$ cat src/rtl/nota_uart_tx.sv
`default_nettype none
// ============================================================================
// Module  : nota_uart_tx
// Purpose : Sends the ASCII key code of each new note press as an 8N1 UART
//           frame. Define NOTA_UART_RELEASE_EN to also send '.' on release.
// Rev     : 1.0  initial release
// ============================================================================
module nota_uart_tx #(
  parameter int CLKS_PER_BIT = 868
) (
  input  logic       clk,
  input  logic       reset,
  input  logic [2:0] nota,
  input  logic       contar,
  output logic       tx,
  output logic       busy,
  output logic       overrun
);

  localparam int CNT_W = (CLKS_PER_BIT > 1) ? $clog2(CLKS_PER_BIT) : 1;
  localparam logic [CNT_W-1:0] C_BAUD_LAST = CNT_W'(CLKS_PER_BIT - 1);

  typedef enum logic [1:0] {
    S_IDLE  = 2'd0,
    S_START = 2'd1,
    S_DATA  = 2'd2,
    S_STOP  = 2'd3
  } state_t;

  state_t           r_state, w_state_nxt;
  logic [CNT_W-1:0] r_baud, w_baud_nxt;
  logic [2:0]       r_bit, w_bit_nxt;
  logic [7:0]       r_shift, w_shift_nxt;
  logic             w_tx_nxt, w_busy_nxt;

  logic [2:0]       r_nota_q;
  logic             r_contar_q;
  logic             r_pend_valid;
  logic [7:0]       r_pend_byte;

  logic             w_press, w_event, w_consume, w_baud_end;
  logic [7:0]       w_event_byte;

  assign w_press = contar && (nota >= 3'd1) && (nota <= 3'd4) &&
                   (!r_contar_q || (nota != r_nota_q));

`ifdef NOTA_UART_RELEASE_EN
  logic w_release;
  assign w_release    = r_contar_q && !contar;
  assign w_event      = w_press || w_release;
  assign w_event_byte = w_release ? 8'd46 : (8'd96 + {5'd0, nota});
`else
  assign w_event      = w_press;
  assign w_event_byte = 8'd96 + {5'd0, nota};
`endif

  // The FSM drains the buffer only from IDLE; a same-edge refill is not an overrun.
  assign w_consume  = (r_state == S_IDLE) && r_pend_valid;
  assign w_baud_end = (r_baud == C_BAUD_LAST);

  always_ff @(posedge clk or posedge reset) begin
    if (reset) begin
      r_nota_q     <= 3'd0;
      r_contar_q   <= 1'b0;
      r_pend_valid <= 1'b0;
      r_pend_byte  <= 8'd0;
      overrun      <= 1'b0;
    end else begin
      r_nota_q   <= nota;
      r_contar_q <= contar;
      overrun    <= w_event && r_pend_valid && !w_consume;
      if (w_event) begin
        r_pend_valid <= 1'b1;
        r_pend_byte  <= w_event_byte;
      end else if (w_consume) begin
        r_pend_valid <= 1'b0;
      end
    end
  end

  always_ff @(posedge clk or posedge reset) begin
    if (reset) begin
      r_state <= S_IDLE;
      r_baud  <= '0;
      r_bit   <= 3'd0;
      r_shift <= 8'd0;
      tx      <= 1'b1;
      busy    <= 1'b0;
    end else begin
      r_state <= w_state_nxt;
      r_baud  <= w_baud_nxt;
      r_bit   <= w_bit_nxt;
      r_shift <= w_shift_nxt;
      tx      <= w_tx_nxt;
      busy    <= w_busy_nxt;
    end
  end

  // tx/busy are computed for the state being entered so they stay registered.
  always_comb begin
    w_state_nxt = r_state;
    w_baud_nxt  = r_baud;
    w_bit_nxt   = r_bit;
    w_shift_nxt = r_shift;
    w_tx_nxt    = tx;
    w_busy_nxt  = busy;
    case (r_state)
      S_IDLE: begin
        w_tx_nxt   = 1'b1;
        w_busy_nxt = 1'b0;
        if (r_pend_valid) begin
          w_shift_nxt = r_pend_byte;
          w_bit_nxt   = 3'd0;
          w_baud_nxt  = '0;
          w_state_nxt = S_START;
          w_tx_nxt    = 1'b0;
          w_busy_nxt  = 1'b1;
        end
      end
      S_START: begin
        if (w_baud_end) begin
          w_baud_nxt  = '0;
          w_state_nxt = S_DATA;
          w_tx_nxt    = r_shift[0];
        end else begin
          w_baud_nxt = r_baud + CNT_W'(1);
        end
      end
      S_DATA: begin
        if (w_baud_end) begin
          w_baud_nxt = '0;
          if (r_bit == 3'd7) begin
            w_state_nxt = S_STOP;
            w_tx_nxt    = 1'b1;
          end else begin
            w_bit_nxt   = r_bit + 3'd1;
            w_shift_nxt = {1'b0, r_shift[7:1]};
            w_tx_nxt    = r_shift[1];
          end
        end else begin
          w_baud_nxt = r_baud + CNT_W'(1);
        end
      end
      S_STOP: begin
        if (w_baud_end) begin
          w_baud_nxt  = '0;
          w_state_nxt = S_IDLE;
          w_tx_nxt    = 1'b1;
          w_busy_nxt  = 1'b0;
        end else begin
          w_baud_nxt = r_baud + CNT_W'(1);
        end
      end
      default: begin
        w_state_nxt = S_IDLE;
        w_tx_nxt    = 1'b1;
        w_busy_nxt  = 1'b0;
      end
    endcase
  end

endmodule
`default_nettype wire

$ cat config.mk
export PLATFORM = sky130hd
export DESIGN_NAME = nota_uart_tx
export DESIGN_NICKNAME = d
export VERILOG_FILES = /design/src/rtl/nota_uart_tx.sv
export SDC_FILE = /design/constraint.sdc
export NUM_CORES = 1
export LEC_CHECK = 0
export BUFFER_PORTS_ARGS = -buffer_cell sky130_fd_sc_hd__buf_4
export CAP_MARGIN = 0
export CORE_AREA = 2 2 70 72
export DETAILED_ROUTE_END_ITERATION = 12
export DIE_AREA = 0 0 72 74
export PLACE_DENSITY = 0.54
export SLEW_MARGIN = 40
export SYNTH_ARGS = -nofsm -noshare
export SYNTH_HDL_FRONTEND = slang
export SYNTH_SLANG_ARGS = --single-unit
$ cat constraint.sdc
create_clock -name clk -period 5.7 [get_ports clk]
set_clock_uncertainty 0.1 [all_clocks]
set_input_delay 1.14 -clock clk [delete_from_list [all_inputs] [get_ports clk]]
set_output_delay 1.14 -clock clk [all_outputs]
set_load 0.02 [all_outputs]
==> impl_metrics.tcl, run 1 <==
set metrics [dict create \
    maxCapViolations 0 \
    ir_drop_mv 0.201 \
    cellPowerDensity_nw_per_um2 464 \
    vias 1222 \
    power.total_w 0.000914 \
    critPathKind "reg -> reg" \
    wl_um 3360 \
    io_buffers 8 \
    ios 9 \
    finalHoldViolations 0 \
    cts_setup_buffers 0 \
    ys_seq_area_share_pct 48.0 \
    rsz0062_at_grt "false" \
    p_sw_w 0.000335 \
    die_w_um 72 \
    drtIter0Drc 44 \
    worstMarginPinSlew_ns 0.779 \
    antenna_found_initial 0 \
    grt_first_pass_wirelength_um 5840 \
    fin_crit_sh_pct 41.0 \
    grt_max_degree 35 \
    pwr-share-seq_pct 39.0 \
    ys_ff_latch 34 \
    wl_per_cell_um 15.1 \
    r2r_end "r_shift[2]" \
    area_growth_pct 11.1 \
    clk_pin_slew_worst_paths_ns 0.07 \
    core_um2 4600 \
    layout-drive-gt1-share_pct 21.9 \
    ctsRootBufferMaster "clkbuf_8" \
    r2r_slack_ns 3.36 \
    grt_usage_pct 14.4 \
    ctsHoldBuffers 0 \
    fin_crit_ns 2.34 \
    antenna_left 0 \
    hp-start "r_pend_byte[5]" \
    clock_sinks 34 \
    max_freq_mhz 428 \
    syn-num-nets 172 \
    async_flop_share_pct 100 \
    yosysUniqueCellTypes 43 \
    holdPathEnd "r_pend_byte[5]" \
    synth-edff-count 0 \
    start_util_pct 38.6 \
    power.leakage_nw 0.863 \
    worstSetupStartpointType "register" \
    maxSlewHeadroom_pct 48.0 \
    n_antenna_cell 0 \
    arrival_ns 2.40 \
    grt.overflow.total 0 \
    maxSlewViolCount 0 \
    worstSkewPairLatency_ns 0.28 \
    clockBufferDepth 2 \
    viasPerCell 5.48 \
    synth.area.top_cells "dfrtp_1, ha_1, mux2_2" \
    std_cell_rows 25 \
    synth_top_area_share_pct 46.5 \
    min_path_cells 1 \
    die_area_um2 5330 \
    cp.required_ns 5.76 \
    fin_nets 182 \
    post_synth.cell_area_avg_um2 11.2 \
    mostFrequentLayoutCell "dfrtp_1" \
    drc 0 \
    r2r_start "r_state[0]" \
    final.setup.tns_ns 0 \
    cp_max_fo 11 \
    reg2reg_depth 5 \
    syn-cell-area_um2 1770 \
    status "finished clean" \
    synth_warnings 0 \
    ctsResizeCount 0 \
    swShare_pct 36.7 \
    routabilityCongestion 0.776 \
    yosys.area.top_type "dfrtp_1" \
    hpwlAfterDp_um 2400 \
    htree_levels 2 \
    combPwrFrac_pct 40.7 \
    intPower_w 0.000579 \
    cts_tree "yes" \
    crit_path_end_kind "register" \
    die_h_um 74 \
    numCtsBuffers 5 \
    final_cell_mix "dfrtp_1, nand2_1, o21ai_0" \
    pwr-share-clk_pct 20.3 \
    synthCells 158 \
    hp-class "reg -> reg" \
    synth_ff_type "dfrtp_1" \
    grt_pass1_vias 1234 \
    first_pass_iters 4 \
    setup_viol 0 \
]
## metal layers
| layer | up-vias | wire [um] | share of wire, % | global-route usage, % |
|---|---|---|---|---|
| met2 | 16 | 1640 | 49 | 24.5 |
| met3 | 7 | 96 | 2.9 | 2.98 |
| li1 | 586 | - | - | - |
| met5 | - | 0 | 0 | 0 |
| met1 | 613 | 1560 | 46 | 17.7 |
| met4 | 0 | 66 | 2.0 | 6.92 |
## Yosys cell counts (all sizes together), types with 2 or more instances
| cell | count |
|---|---|
| a21o | 2 |
| nand3 | 7 |
| a22o | 2 |
| buf | 2 |
| nor2 | 4 |
| nor2b | 4 |
| mux2i | 6 |
| or3 | 2 |
| a31o | 3 |
| nand4 | 2 |
| a221oi | 2 |
| clkbuf | 4 |
| and4 | 3 |
| xnor2 | 5 |
| and3 | 2 |
| inv | 8 |
| dfrtp | 33 |
| mux2 | 12 |
| nand2 | 17 |
| ha | 8 |
| o21ai | 12 |
| o31ai | 2 |
## area by class of cell
| class | instances | area (um2) |
|---|---|---|
| Sequential cell | 34 | 852 |
| Fill cell | 437 | 2630 |
| Timing Repair Buffer | 9 | 67.6 |
| Tap cell | 54 | 67.6 |
| Clock inverter | 1 | 5.00 |
| Multi-Input combinational cell | 110 | 862 |
| Inverter | 8 | 30.0 |
| Clock buffer | 7 | 86.3 |
## worst max-delay path, stage by stage, from the launching register on
cell	delay, ns
dfrtp_1	0.40
inv_1	0.13
ha_1	0.42
mux2i_2	0.54
o21bai_4	0.28
mux2_4	0.33
## flip-flops by register name (all words and copies together) (netlist names)
signal	cells
busy	1
overrun	1
r_baud	10
r_bit	3
r_contar_q	1
r_nota_q	3
r_pend_byte	4
r_pend_valid	1
r_shift	7
r_state	2
tx	1
## stage by stage
| stage | area [um2] | util, % | hold slack [ns] | setup slack [ns] | instances |
|---|---|---|---|---|---|
| floorplan | 1770 | - | 0.340 | 3.40 | 158 |
| global placement | 1880 | 40.8 | 0.371 | 3.17 | 215 |
| detailed placement | 1880 | 40.8 | 0.373 | 3.10 | 215 |
| CTS | 1970 | 42.8 | 0.388 | 3.15 | 223 |
| global route | 1970 | 42.9 | 0.418 | 3.21 | 223 |
| finish | 1970 | 42.9 | 0.378 | 3.36 | 223 |
## power by group through the flow
stage | sequential [W] | combinational [W] | clock (W)
after floorplan | 0.000350 | 0.000297 | 0
after global placement | 0.000359 | 0.000362 | 0
after detailed placement | 0.000361 | 0.000373 | 0
after CTS | 0.000357 | 0.000374 | 0.000188
after global routing | 0.000366 | 0.000417 | 0.000200
final | 0.000357 | 0.000372 | 0.000185
## kinds of logic (layout without fill, tap and decap cells)
kind of cell,count (synthesis),after routing,share of synthesized area (%)
AO/OA/AOI/OAI,31,31,13.0
XOR/XNOR,6,6,2.96
adder cells (fa/ha/maj),8,8,5.64
buffers and inverters,14,25,3.60
flip-flops,34,34,48.0
multiplexers,18,18,11.8
AND/OR/NAND/NOR,47,47,15.0
## how the worst max path moves through the flow
| stage | startpoint | end |
|---|---|---|
| 2_1_floorplan | nota[1] | r_pend_byte[0] |
| 3_3_place_gp | nota[1] | r_pend_byte[0] |
| 4_1_cts | r_state[0] | r_shift[2] |
| 5_1_grt | r_state[0] | r_state[1] |
| 3_5_place_dp | nota[1] | r_pend_byte[2] |
| 6_report | r_state[0] | r_shift[2] |
No activity file was read; power rests on OpenSTA's default activity.
==> run 2, diff against run 1 <==
--- a/config.mk
+++ b/config.mk
@@ -5,12 +5,13 @@
 export SDC_FILE = /design/constraint.sdc
 export NUM_CORES = 1
 export LEC_CHECK = 0
+export ABC_AREA = 1
 export BUFFER_PORTS_ARGS = -buffer_cell sky130_fd_sc_hd__buf_4
 export CAP_MARGIN = 0
 export CORE_AREA = 2 2 70 72
 export DETAILED_ROUTE_END_ITERATION = 12
 export DIE_AREA = 0 0 72 74
-export PLACE_DENSITY = 0.54
+export PLACE_DENSITY = 0.55
 export SLEW_MARGIN = 40
 export SYNTH_ARGS = -nofsm -noshare
 export SYNTH_HDL_FRONTEND = slang
==> constraint.sdc (replaced) <==
create_clock -name clk -period 2.05 [get_ports clk]
set_clock_uncertainty 0.1 [all_clocks]
set_input_delay 0.41 -clock clk [delete_from_list [all_inputs] [get_ports clk]]
set_output_delay 0.41 -clock clk [all_outputs]
set_load 0.02 [all_outputs]
==> run 2 against run 1 <==
  * Critical endpoint unchanged
  * Routed wire length fell by 5.0%
  * Sequential power rose by 96%
  * Synthesized cell count increased by 29%
  * Sequential cell count unchanged
  * Total power rose by 64%
==> impl_metrics.tcl, run 2 <==
set metrics [dict create \
    post_synth.cell_area_avg_um2 8.57 \
    die_w_um 72 \
    largest_registers "r_baud (10), r_shift (7), r_pend_byte (4)" \
    placed_area_um2 1890 \
    post_synth_most_frequent_cells "nand2_1, dfrtp_1, nor2_1, inv_1" \
    power.leakage_nw 0.963 \
    slowest_stage "dfrtp_1" \
    ios 9 \
    wl_um 3190 \
    pwr-share-clk_pct 49.3 \
    worstSkewPairLatency_ns 0.29 \
    synth_top_family_by_area "simple AND/OR/NAND/NOR gates" \
    fin_crit_sh_pct 88.5 \
    drc 0 \
    grt_first_pass_wirelength_um 5690 \
    cts_tree "yes" \
    ctsResizeCount 0 \
    crit_path_end_kind "register" \
    maxCapViolations 0 \
    hpwlAfterDp_um 2370 \
    status "finished clean" \
    synthSimpleGateAreaFrac_pct 31.5 \
    grt.overflow.total 0 \
    htree_levels 2 \
    largest_register "r_baud" \
    synth-edff-count 0 \
    area_growth_pct 16.2 \
    wl_per_cell_um 11.6 \
    viasPerCell 4.82 \
    final_util_pct 44.2 \
    ctsRootBufferMaster "clkbuf_8" \
    start_util_pct 38.0 \
    slowest_delay_ns 0.40 \
    synthXorXnorAreaFrac_pct 3.00 \
    crit_chain "inv_1 -> ha_1 -> inv_2 -> nor2_4 -> a21oi_4 -> nand3_4 -> nand2_1 -> nand2_1" \
    maxSlewViolCount 0 \
    clock_sinks 34 \
    fin_crit_ns 1.81 \
    yosys.area.top_type "dfrtp_1" \
    grt_usage_pct 14.0 \
    p_sw_w 0.000301 \
    grt_max_degree 35 \
    swShare_pct 20.0 \
    fillCellCount 471 \
    ys_ff_latch 34 \
    fin_area_um2 2030 \
    layout-drive-gt1-share_pct 14.9 \
    core_um2 4600 \
    cts_setup_buffers 0 \
    cp.required_ns 2.12 \
    final.setup.tns_ns 0 \
    die_h_um 74 \
    drtIter0Drc 69 \
    n_antenna_cell 0 \
    yosysUniqueCellTypes 26 \
    antenna_left 0 \
    fin_nets 235 \
    antenna_found_initial 0 \
    first_pass_iters 4 \
    r2r_start "r_state[0]" \
    largest_reg_flops 10 \
    synth_compound_area_share_pct 6.87 \
    ir_drop_mv 0.351 \
    mostFrequentLayoutCell "nand2_1" \
    holdWs_ns 0.105 \
    hp-class "in -> async" \
    io_buffers 8 \
    clockBufferDepth 2 \
    std_cell_rows 25 \
    synth_top_area_share_pct 47.2 \
    cp-startpoint "r_state[0]" \
    worstSetupStartpointType "register" \
    path_delay_family "flip-flops" \
    combPwrFrac_pct 4.3 \
    synth-adder-area-share_pct 5.72 \
    synth_ff_type "dfrtp_1" \
    max_freq_mhz 551 \
    synth_most_common_cell "nand2_1" \
    ctsHoldBuffers 0 \
    worstMarginPinSlew_ns 0.420 \
    clk_pin_slew_worst_paths_ns 0.08 \
    routabilityCongestion 0.794 \
    crit_top_cell "nand2_1" \
    rsz0062_at_grt "false" \
    cellPowerDensity_nw_per_um2 740 \
    finalHoldViolations 0 \
    syn-num-nets 218 \
    arrival_ns 1.89 \
    cp_max_fo 10 \
    synth.area.top_cells "dfrtp_1, nand2_1, ha_1" \
    synth_warnings 0 \
    critPathKind "reg -> reg" \
    grt_pass1_vias 1253 \
    vias 1331 \
    intPower_w 0.00120 \
    die_area_um2 5330 \
    final_cell_mix "nand2_1, dfrtp_1, nor2_1" \
    setup_viol 0 \
    async_flop_share_pct 100 \
    synthCells 204 \
    synthMuxAreaShare_pct 0 \
    maxSlewHeadroom_pct 72.0 \
    ys_seq_area_share_pct 48.7 \
    pwr-share-seq_pct 46.4 \
    syn-cell-area_um2 1750 \
    numCtsBuffers 5 \
    crit_buf_inv 2 \
]
run 2: changes by cell type in the layout (fill, tap and decap cells not counted), sizes merged, moves of 3 or more:
cell | before | now
and4 | 3 | 0
inv | 8 | 17
nand2 | 17 | 71
mux2i | 6 | 0
mux2 | 12 | 0
nor2b | 4 | 0
a31o | 3 | 0
nand4 | 2 | 13
nand3 | 7 | 15
nor2 | 4 | 18
run 2: per-layer routing:
metal  track usage [%]  wire length (um)  vias to the layer above
met2              21.5              1430                       15
met3              4.07               100                        4
met5                 0                 0                        -
li1                  -                 -                      705
met1              18.7              1620                      607
met4              5.66                46                        0
run 2: stage by stage:
stage / worst slack (ns) / std cells / total power (W)
after floorplan: 0.441 / 204 / 0.000751
after global placement: 0.264 / 268 / 0.000777
after detailed placement: 0.225 / 268 / 0.000779
after CTS: 0.211 / 276 / 0.00153
after global routing: 0.0373 / 276 / 0.00156
final: 0.235 / 276 / 0.00150
run 2: path summary, 6_finish.rpt:
check | to | slack, ns | depth (start not counted)
max reg2reg | r_shift[2] | 0.24 | 8
min reg2reg | r_shift[2] | 0.37 | 2
max in group asynchronous | tx | 1.41 | 3
max | r_shift[2] | 0.24 | 8
min | r_baud[9] | 0.10 | 3
min in group clk | r_contar_q | 0.14 | 1
run 2: worst register-to-register path, delay by kind of cell (launching register included):
kind	cells	cell delay (ns)
flops	1	0.40
simple gates	4	0.40
fa+ha+maj	1	0.28
compound gates	1	0.28
buf+inv	2	0.25
run 2: cells by family after synthesis:
group,after synthesis
buf+inv,19
fa+ha+maj,8
compound gates,17
flops,34
simple gates,120
xor+xnor,6
run 2: layout make-up:
| type | count | area (um2) | share of cell area, % |
|---|---|---|---|
| clock inverter | 3 | 68.8 | 3.39 |
| inverter | 18 | 68.8 | 3.39 |
| tap | 54 | 67.6 | 3.33 |
| timing repair buffer | 11 | 82.6 | 4.06 |
| sequential | 34 | 852 | 41.9 |
| multi-input combinational | 151 | 823 | 40.5 |
| clock buffer | 5 | 68.8 | 3.39 |
run 2: power by group through the flow:
stage / Sequential [W] / Clock (W) / Combinational [W]
finish: 0.000698 / 0.000741 / 0.0000643
global route: 0.000700 / 0.000784 / 0.0000784
CTS: 0.000698 / 0.000765 / 0.0000674
detailed placement: 0.000711 / 0 / 0.0000674
global placement: 0.000710 / 0 / 0.0000668
floorplan: 0.000711 / 0 / 0.0000406
